## src/rtl/snake_key_decoder_if.sv

```systemverilog
// -----------------------------------------------------------------------------
// snake_key_decoder_if
// Bundles the scan-code input and the outputs of the snake key decoder.
//   scan_code    [7:0]  received scan-code byte
//   scan_valid          one-cycle strobe, one byte per high cycle
//   dir_ready           game logic accepts the FIFO head
//   dir_valid           direction FIFO not empty
//   dir          [1:0]  FIFO head (00 up, 01 down, 10 left, 11 right), 00 when empty
//   pause_toggle        one-cycle pulse on a fresh Space make
//   restart             one-cycle pulse on a fresh Esc make
//   overflow            sticky: a command was dropped because the FIFO was full
//   keys_held    [3:0]  {right,left,down,up} direction keys currently held
// master: the side feeding bytes and draining commands; slave: the decoder.
// -----------------------------------------------------------------------------
interface snake_key_decoder_if;
  logic [7:0] scan_code;
  logic       scan_valid;
  logic       dir_ready;
  logic       dir_valid;
  logic [1:0] dir;
  logic       pause_toggle;
  logic       restart;
  logic       overflow;
  logic [3:0] keys_held;

  modport master (
    output scan_code, scan_valid, dir_ready,
    input  dir_valid, dir, pause_toggle, restart, overflow, keys_held
  );

  modport slave (
    input  scan_code, scan_valid, dir_ready,
    output dir_valid, dir, pause_toggle, restart, overflow, keys_held
  );
endinterface

```

## src/rtl/snake_key_decoder.sv

```systemverilog
// -----------------------------------------------------------------------------
// snake_key_decoder
// Parses PS/2 set-2 make/break/E0 sequences, suppresses typematic repeats and
// turns arrow keys into filtered snake direction commands queued in a FIFO.
// Space and Esc produce pause_toggle / restart pulses.
// Ports:
//   clk      50 MHz system clock
//   reset_n  synchronous reset, active-low
//   bus      snake_key_decoder_if.slave (scan input, command FIFO, status)
// Parameters:
//   FIFO_DEPTH  command FIFO entries (power of 2, >= 2)
//   INIT_DIR    reference direction after reset / restart
// Optional feature: define WASD_KEYS_EN to also accept W/S/A/D (1D/1B/1C/23).
// -----------------------------------------------------------------------------
module snake_key_decoder #(
  parameter int unsigned FIFO_DEPTH = 4,
  parameter logic [1:0]  INIT_DIR   = 2'b11
) (
  input logic               clk,
  input logic               reset_n,
  snake_key_decoder_if.slave bus
);

  localparam int PTR_W = $clog2(FIFO_DEPTH);
  localparam int CNT_W = PTR_W + 1;

  // Key slots: 0..3 arrows (up,down,left,right), 4 Space, 5 Esc, 6..9 WASD.
  localparam int K_SPACE = 4;
  localparam int K_ESC   = 5;
`ifdef WASD_KEYS_EN
  localparam int W_BASE  = 6;
  localparam int NKEYS   = 10;
`else
  localparam int NKEYS   = 6;
`endif

  typedef enum logic [1:0] {IDLE, EXT, BRK, EXT_BRK} parse_state_t;

  parse_state_t state, state_next;
  logic         key_make, key_break, key_ext;
  logic [NKEYS-1:0] key_sel, held, fresh_sel;
  logic         cand_valid;
  logic [1:0]   cand_dir;
  logic [1:0]   last_dir;
  logic         restart_hit, accept, push, pop, empty, full;
  logic [1:0]   mem [FIFO_DEPTH];
  logic [PTR_W-1:0] rd_ptr, wr_ptr;
  logic [CNT_W-1:0] count;
  logic         pause_q, restart_q, overflow_q;

  // ---------------- parser FSM: state register ----------------
  // NOTE: sequential state is always assigned with <= so every flop samples
  // pre-edge values regardless of process ordering.
  always_ff @(posedge clk) begin
    if (!reset_n) state <= IDLE;
    else          state <= state_next;
  end

  // ---------------- parser FSM: next state ----------------
  // NOTE: every combinational output gets a default before any branch so no
  // path leaves it unassigned and no latch is inferred.
  always_comb begin
    state_next = state;
    if (bus.scan_valid) begin
      unique case (state)
        IDLE: begin
          if (bus.scan_code == 8'hE0)      state_next = EXT;
          else if (bus.scan_code == 8'hF0) state_next = BRK;
        end
        EXT: begin
          if (bus.scan_code == 8'hF0)      state_next = EXT_BRK;
          else if (bus.scan_code != 8'hE0) state_next = IDLE;
        end
        BRK, EXT_BRK: state_next = IDLE;
      endcase
    end
  end

  // ---------------- parser FSM: decoded key events ----------------
  always_comb begin
    key_make  = 1'b0;
    key_break = 1'b0;
    key_ext   = 1'b0;
    if (bus.scan_valid) begin
      unique case (state)
        // E1 (Pause prefix) is swallowed without producing an event.
        IDLE: key_make = !(bus.scan_code inside {8'hE0, 8'hF0, 8'hE1});
        EXT: begin
          key_make = !(bus.scan_code inside {8'hE0, 8'hF0});
          key_ext  = 1'b1;
        end
        BRK: key_break = 1'b1;
        EXT_BRK: begin
          key_break = 1'b1;
          key_ext   = 1'b1;
        end
      endcase
    end
  end

  // ---------------- key map ----------------
  always_comb begin
    key_sel = '0;
    if (key_ext) begin
      case (bus.scan_code)
        8'h75:   key_sel[0] = 1'b1;
        8'h72:   key_sel[1] = 1'b1;
        8'h6B:   key_sel[2] = 1'b1;
        8'h74:   key_sel[3] = 1'b1;
        default: ;
      endcase
    end else begin
      case (bus.scan_code)
        8'h29:   key_sel[K_SPACE] = 1'b1;
        8'h76:   key_sel[K_ESC]   = 1'b1;
`ifdef WASD_KEYS_EN
        8'h1D:   key_sel[W_BASE+0] = 1'b1;
        8'h1B:   key_sel[W_BASE+1] = 1'b1;
        8'h1C:   key_sel[W_BASE+2] = 1'b1;
        8'h23:   key_sel[W_BASE+3] = 1'b1;
`endif
        default: ;
      endcase
    end
  end

  // A make only acts when its key was not already held (typematic filter).
  assign fresh_sel   = key_make ? (key_sel & ~held) : '0;
  assign restart_hit = fresh_sel[K_ESC];

  always_comb begin
    cand_valid = 1'b0;
    cand_dir   = 2'b00;
    for (int i = 0; i < 4; i++) begin
      if (fresh_sel[i]) begin
        cand_valid = 1'b1;
        cand_dir   = 2'(i);
      end
`ifdef WASD_KEYS_EN
      if (fresh_sel[W_BASE+i]) begin
        cand_valid = 1'b1;
        cand_dir   = 2'(i);
      end
`endif
    end
  end

  always_ff @(posedge clk) begin
    if (!reset_n)       held <= '0;
    else if (key_make)  held <= held | key_sel;
    else if (key_break) held <= held & ~key_sel;
  end

  // ---------------- command filter and FIFO ----------------
  assign empty  = (count == '0);
  assign full   = (count == CNT_W'(FIFO_DEPTH));
  assign pop    = !empty && bus.dir_ready;
  // Repeats of the current heading and 180-degree reversals are discarded.
  assign accept = cand_valid && (cand_dir != last_dir) && (cand_dir != (last_dir ^ 2'b01));
  // A full FIFO still takes the push when it is popped on the same edge.
  assign push   = accept && (!full || pop);

  // NOTE: the storage array has no reset; count/pointers alone define which
  // entries are valid, so clearing the data would only cost logic.
  always_ff @(posedge clk) begin
    if (push) mem[wr_ptr] <= cand_dir;
  end

  always_ff @(posedge clk) begin
    if (!reset_n) begin
      rd_ptr     <= '0;
      wr_ptr     <= '0;
      count      <= '0;
      last_dir   <= INIT_DIR;
      overflow_q <= 1'b0;
    end else if (restart_hit) begin
      // Flush wins over any concurrent pop; Esc never carries a direction.
      rd_ptr     <= '0;
      wr_ptr     <= '0;
      count      <= '0;
      last_dir   <= INIT_DIR;
      overflow_q <= 1'b0;
    end else begin
      if (pop)  rd_ptr <= rd_ptr + 1'b1;
      if (push) begin
        wr_ptr   <= wr_ptr + 1'b1;
        last_dir <= cand_dir;
      end
      if (accept && !push) overflow_q <= 1'b1;
      case ({push, pop})
        2'b10:   count <= count + 1'b1;
        2'b01:   count <= count - 1'b1;
        default: ;
      endcase
    end
  end

  always_ff @(posedge clk) begin
    if (!reset_n) begin
      pause_q   <= 1'b0;
      restart_q <= 1'b0;
    end else begin
      pause_q   <= fresh_sel[K_SPACE];
      restart_q <= restart_hit;
    end
  end

  // ---------------- outputs ----------------
  assign bus.dir_valid    = !empty;
  assign bus.dir          = empty ? 2'b00 : mem[rd_ptr];
  assign bus.pause_toggle = pause_q;
  assign bus.restart      = restart_q;
  assign bus.overflow     = overflow_q;
`ifdef WASD_KEYS_EN
  assign bus.keys_held    = held[3:0] | held[W_BASE+3:W_BASE];
`else
  assign bus.keys_held    = held[3:0];
`endif

endmodule

```

## src/flat_wrapper.sv

```systemverilog
// flat-port wrapper written by rule: the top's interface ports become plain ports
module snake_key_decoder_flat 
#(
  parameter int unsigned FIFO_DEPTH = 4,
  parameter logic [1:0]  INIT_DIR   = 2'b11
)
  (clk, reset_n, bus_scan_code, bus_scan_valid, bus_dir_ready, bus_dir_valid, bus_dir, bus_pause_toggle, bus_restart, bus_overflow, bus_keys_held);
  snake_key_decoder_if bus_i ();
  input logic clk;
  input logic reset_n;
  input wire logic [$bits(bus_i.scan_code)-1:0] bus_scan_code;
  input wire logic [$bits(bus_i.scan_valid)-1:0] bus_scan_valid;
  input wire logic [$bits(bus_i.dir_ready)-1:0] bus_dir_ready;
  output wire logic [$bits(bus_i.dir_valid)-1:0] bus_dir_valid;
  output wire logic [$bits(bus_i.dir)-1:0] bus_dir;
  output wire logic [$bits(bus_i.pause_toggle)-1:0] bus_pause_toggle;
  output wire logic [$bits(bus_i.restart)-1:0] bus_restart;
  output wire logic [$bits(bus_i.overflow)-1:0] bus_overflow;
  output wire logic [$bits(bus_i.keys_held)-1:0] bus_keys_held;
  assign bus_i.scan_code = bus_scan_code;
  assign bus_i.scan_valid = bus_scan_valid;
  assign bus_i.dir_ready = bus_dir_ready;
  assign bus_dir_valid = bus_i.dir_valid;
  assign bus_dir = bus_i.dir;
  assign bus_pause_toggle = bus_i.pause_toggle;
  assign bus_restart = bus_i.restart;
  assign bus_overflow = bus_i.overflow;
  assign bus_keys_held = bus_i.keys_held;
  snake_key_decoder #(.FIFO_DEPTH(FIFO_DEPTH), .INIT_DIR(INIT_DIR)) u_core (.clk(clk), .reset_n(reset_n), .bus(bus_i));
endmodule
```

## config.mk

```make
export PLATFORM = sky130hd
export DESIGN_NAME = snake_key_decoder_flat
export DESIGN_NICKNAME = d
export VERILOG_FILES = /design/src/rtl/snake_key_decoder_if.sv /design/src/rtl/snake_key_decoder.sv /design/src/flat_wrapper.sv
export SDC_FILE = /design/constraint.sdc
export NUM_CORES = 1
export LEC_CHECK = 0
export ABC_AREA = 1
export ABC_CLOCK_PERIOD_IN_PS = 6500
export CORE_AREA = 2 2 48 68
export CTS_CLUSTER_SIZE = 8
export DETAILED_ROUTE_END_ITERATION = 10
export DIE_AREA = 0 0 50 70
export PLACE_DENSITY = 0.8
export SYNTH_ARGS = -nofsm -noshare
export SYNTH_HDL_FRONTEND = slang
export SYNTH_SLANG_ARGS = --single-unit
```

## constraint.sdc

```tcl
create_clock -name clk -period 6.5 [get_ports clk]
set_input_delay 0.975 -clock clk [delete_from_list [all_inputs] [get_ports clk]]
set_output_delay 0.975 -clock clk [all_outputs]
set_load 0.02 [all_outputs]
```

==> metrics <==
status finished, final reports clean; PostCTS Resize Cnt 0; met2 Resource Use GR 36.8%; Mapped Cells 217; initial antenna violation count 0; first-pass GRT wire length 5280 um; most common cell after layout, fill and taps aside nand2_1; Final ANT Viol Nets 0; Detail Placement HPWL 2390 um; combinational fraction of design power 19.9%; Final Hold Vio Count 0; post-synthesis async set-or-reset flop share 0%; Final #Nets roughly 260; number of enable flip-flop cells after synthesis 8; CTS max path bufs 2; Crit Path Max Fanout 4; cell taking the most area after synthesis dfxtp_1; busiest layer in global routing met2; htree depth 2; footprint of the multi-input gates approximately 770 sq um; Peak VDD IR 0.000155 V; global placer's final weighted congestion 0.876; placed inst area 1830 sq um; vias post-DR 1,426; hold buffer count at CTS 0; met1 GRT Util 18.4%; switching share of power 30.1%; Syn Nets 234; drt via density about 5.1; Tmin final 3.28 ns; setup_tns 0 ns; total CTS buffers 5; # port buffers 21; sequential cell fraction of total power 46.4%; worst hold margin roughly 0.41 ns; layout cells sized above 1 11.6%; Tcrit/Tclk final between 50% and 60%; Yosys cell types 31; yosys warns 0; Final Core Density about 64%; Arr. time, crit path between 3 and 4 ns; Slew @ Worst Pin 0.507 ns; die area 3500 sq um; Critical Path RT between 6 and 7 ns; startpoint types input pin; fmax 0.305 GHz; Max-slew headroom between 60% and 70%; met3 Usage GRT under 10%; clock skew 0.00328 ns; row cnt 24; Worst path most repeated cell inv_1; top cell type's share of synthesized area 26.3%; Synth Cell Area roughly 1600 sq um; io pins 22; Avg Inst Size Synth about 7.4 sq um; most frequent cells in the layout nand2_1, inv_1, nor2_1; core area slightly below 3000 sq um; Synth Register Bits 29; switching pwr 129 uW; Leak 0.808 nW; sequential cell area fraction in the yosys report ~41%; drt pass-1 iters 4; total gr overflow 0; Power Internal 299 uW; largest net degree at the start of global routing 11; Hold Crit Class reg -> reg; final WL approximately 3100 um; RSZ-0062 raised after global routing false; Final Instance Area 1920 sq um; CP cell instances clkdlybuf4s50_1 -> inv_1 -> nand2_1 -> nor2_4 -> o21ai_1 -> nand3_1 -> nand2_1 -> o211ai_1 -> or2_1 -> nand3_2 -> inv_1 -> fa_1 -> inv_1 -> nand4_1 -> a21oi_1 -> nor2_1; pwr/cell area between 200 and 250 nW/um^2; CTS Root Cell clkbuf_8; Worst setup EP type register; gr usage total between 20% and 30%; Pwr Total around 430 uW; Fillers 258; CP max stage cell clkdlybuf4s50_1; initial core utilization 53.8%; routed length per placed instance 10.9 um; CTS tree done; max-cap violation count 0; DRC 0; Num Clock Sinks 29; predominant post-synthesis flop cell dfxtp_1; vias in the first global route 1,334; Worst-Skew Late Latency about 0.29 ns; Post-CTS Setup Repair Bufs 0; 1st-iter DRT viols 31; Die Height 70 um; storage element area ~660 sq um; Die W 50 um; final setup vio count 0; Antenna diodes 0; count of pins over their slew limit 0; Area contributors post-synth dfxtp_1, edfxtp_1, nand2_1, inv_1, nor2_1; slowest stage delay, CP just over 0.5 ns; Layout area overhead 19.7%; Clock transition at path regs approximately 0.06 ns; Clk pwr share between 30% and 40%; Worst Setup Path Type in -> reg
area by class of cell:
| class | instances | share of cell area (%) |
|---|---|---|
| tap | 39 | 2.55 |
| multi-input combinational | 146 | 40.0 |
| clock inverter | 3 | 0.914 |
| timing repair buffer | 21 | 11.0 |
| sequential | 29 | 34.5 |
| inverter | 38 | 7.51 |
| clock buffer | 5 | 3.59 |
kinds of logic after synthesis:
family                     count (synthesis)  share of synthesized area (%)
buffers and inverters                     42                           10.9
AOI/OAI and AO/OA                         34                           12.0
DFF                                       29                           41.3
xor gates and xnor gates                   1                          0.547
adders and majority gates                  5                           4.38
and+or+nand+nor                          106                           31.0
through the flow:
stage	instances	setup WS [ns]
after floorplan	217	3.66
after global placement	273	3.02
after detailed placement	273	2.93
after CTS	281	3.23
after global routing	281	3.00
final	281	3.22
power groups by stage:
stage / Clock, mW / Sequential [mW] / Combinational [mW]
6_report: 0.144 / 0.199 / 0.0850
5_1_grt: 0.154 / 0.200 / 0.0956
4_1_cts: 0.146 / 0.199 / 0.0847
3_5_place_dp: 0 / 0.203 / 0.0845
3_3_place_gp: 0 / 0.202 / 0.0823
2_1_floorplan: 0 / 0.200 / 0.0534
Yosys cell counts (2+ instances only):
library cell,number
nand3_2,3
a21oi_1,16
o22ai_1,2
buf_4,4
nand2_4,2
or2_2,3
nand4_1,4
inv_2,4
edfxtp_1,8
inv_1,33
nor2_1,31
a31oi_1,2
ha_1,4
nor3_1,2
o21ai_1,3
nor2_2,3
o21ai_0,8
dfxtp_1,21
nand3_1,12
nand2_1,40
nand2_2,2
path summary, 6_finish.rpt:
check                               start                                  to  slack (ns)  cells after the start
min                              register  u_core.bus.pause_toggle$_SDFF_PN0_        0.41                      1
max                      bus_scan_code[1]        u_core.count[2]$_SDFFE_PP0P_        3.22                     16
max reg2reg  u_core.state[0]$_SDFFE_PN0P_        u_core.count[2]$_SDFFE_PP0P_        4.14                     13
min reg2reg                      register  u_core.bus.pause_toggle$_SDFF_PN0_        0.41                      1
worst max-delay path: cells and delay by family:
kind / cells / cell delay, ns
adder cells (fa/ha/maj): 1 / 0.38
buffers and inverters: 4 / 0.74
AND/OR/NAND/NOR: 8 / 0.92
AO/OA/AOI/OAI: 3 / 0.45
per-layer routing:
layer	vias up	part of all wire (%)
li1	743	-
met1	646	38
met2	29	55
met3	8	3.5
met4	0	2.9
met5	-	0
No activity file was read; power rests on OpenSTA's default activity.
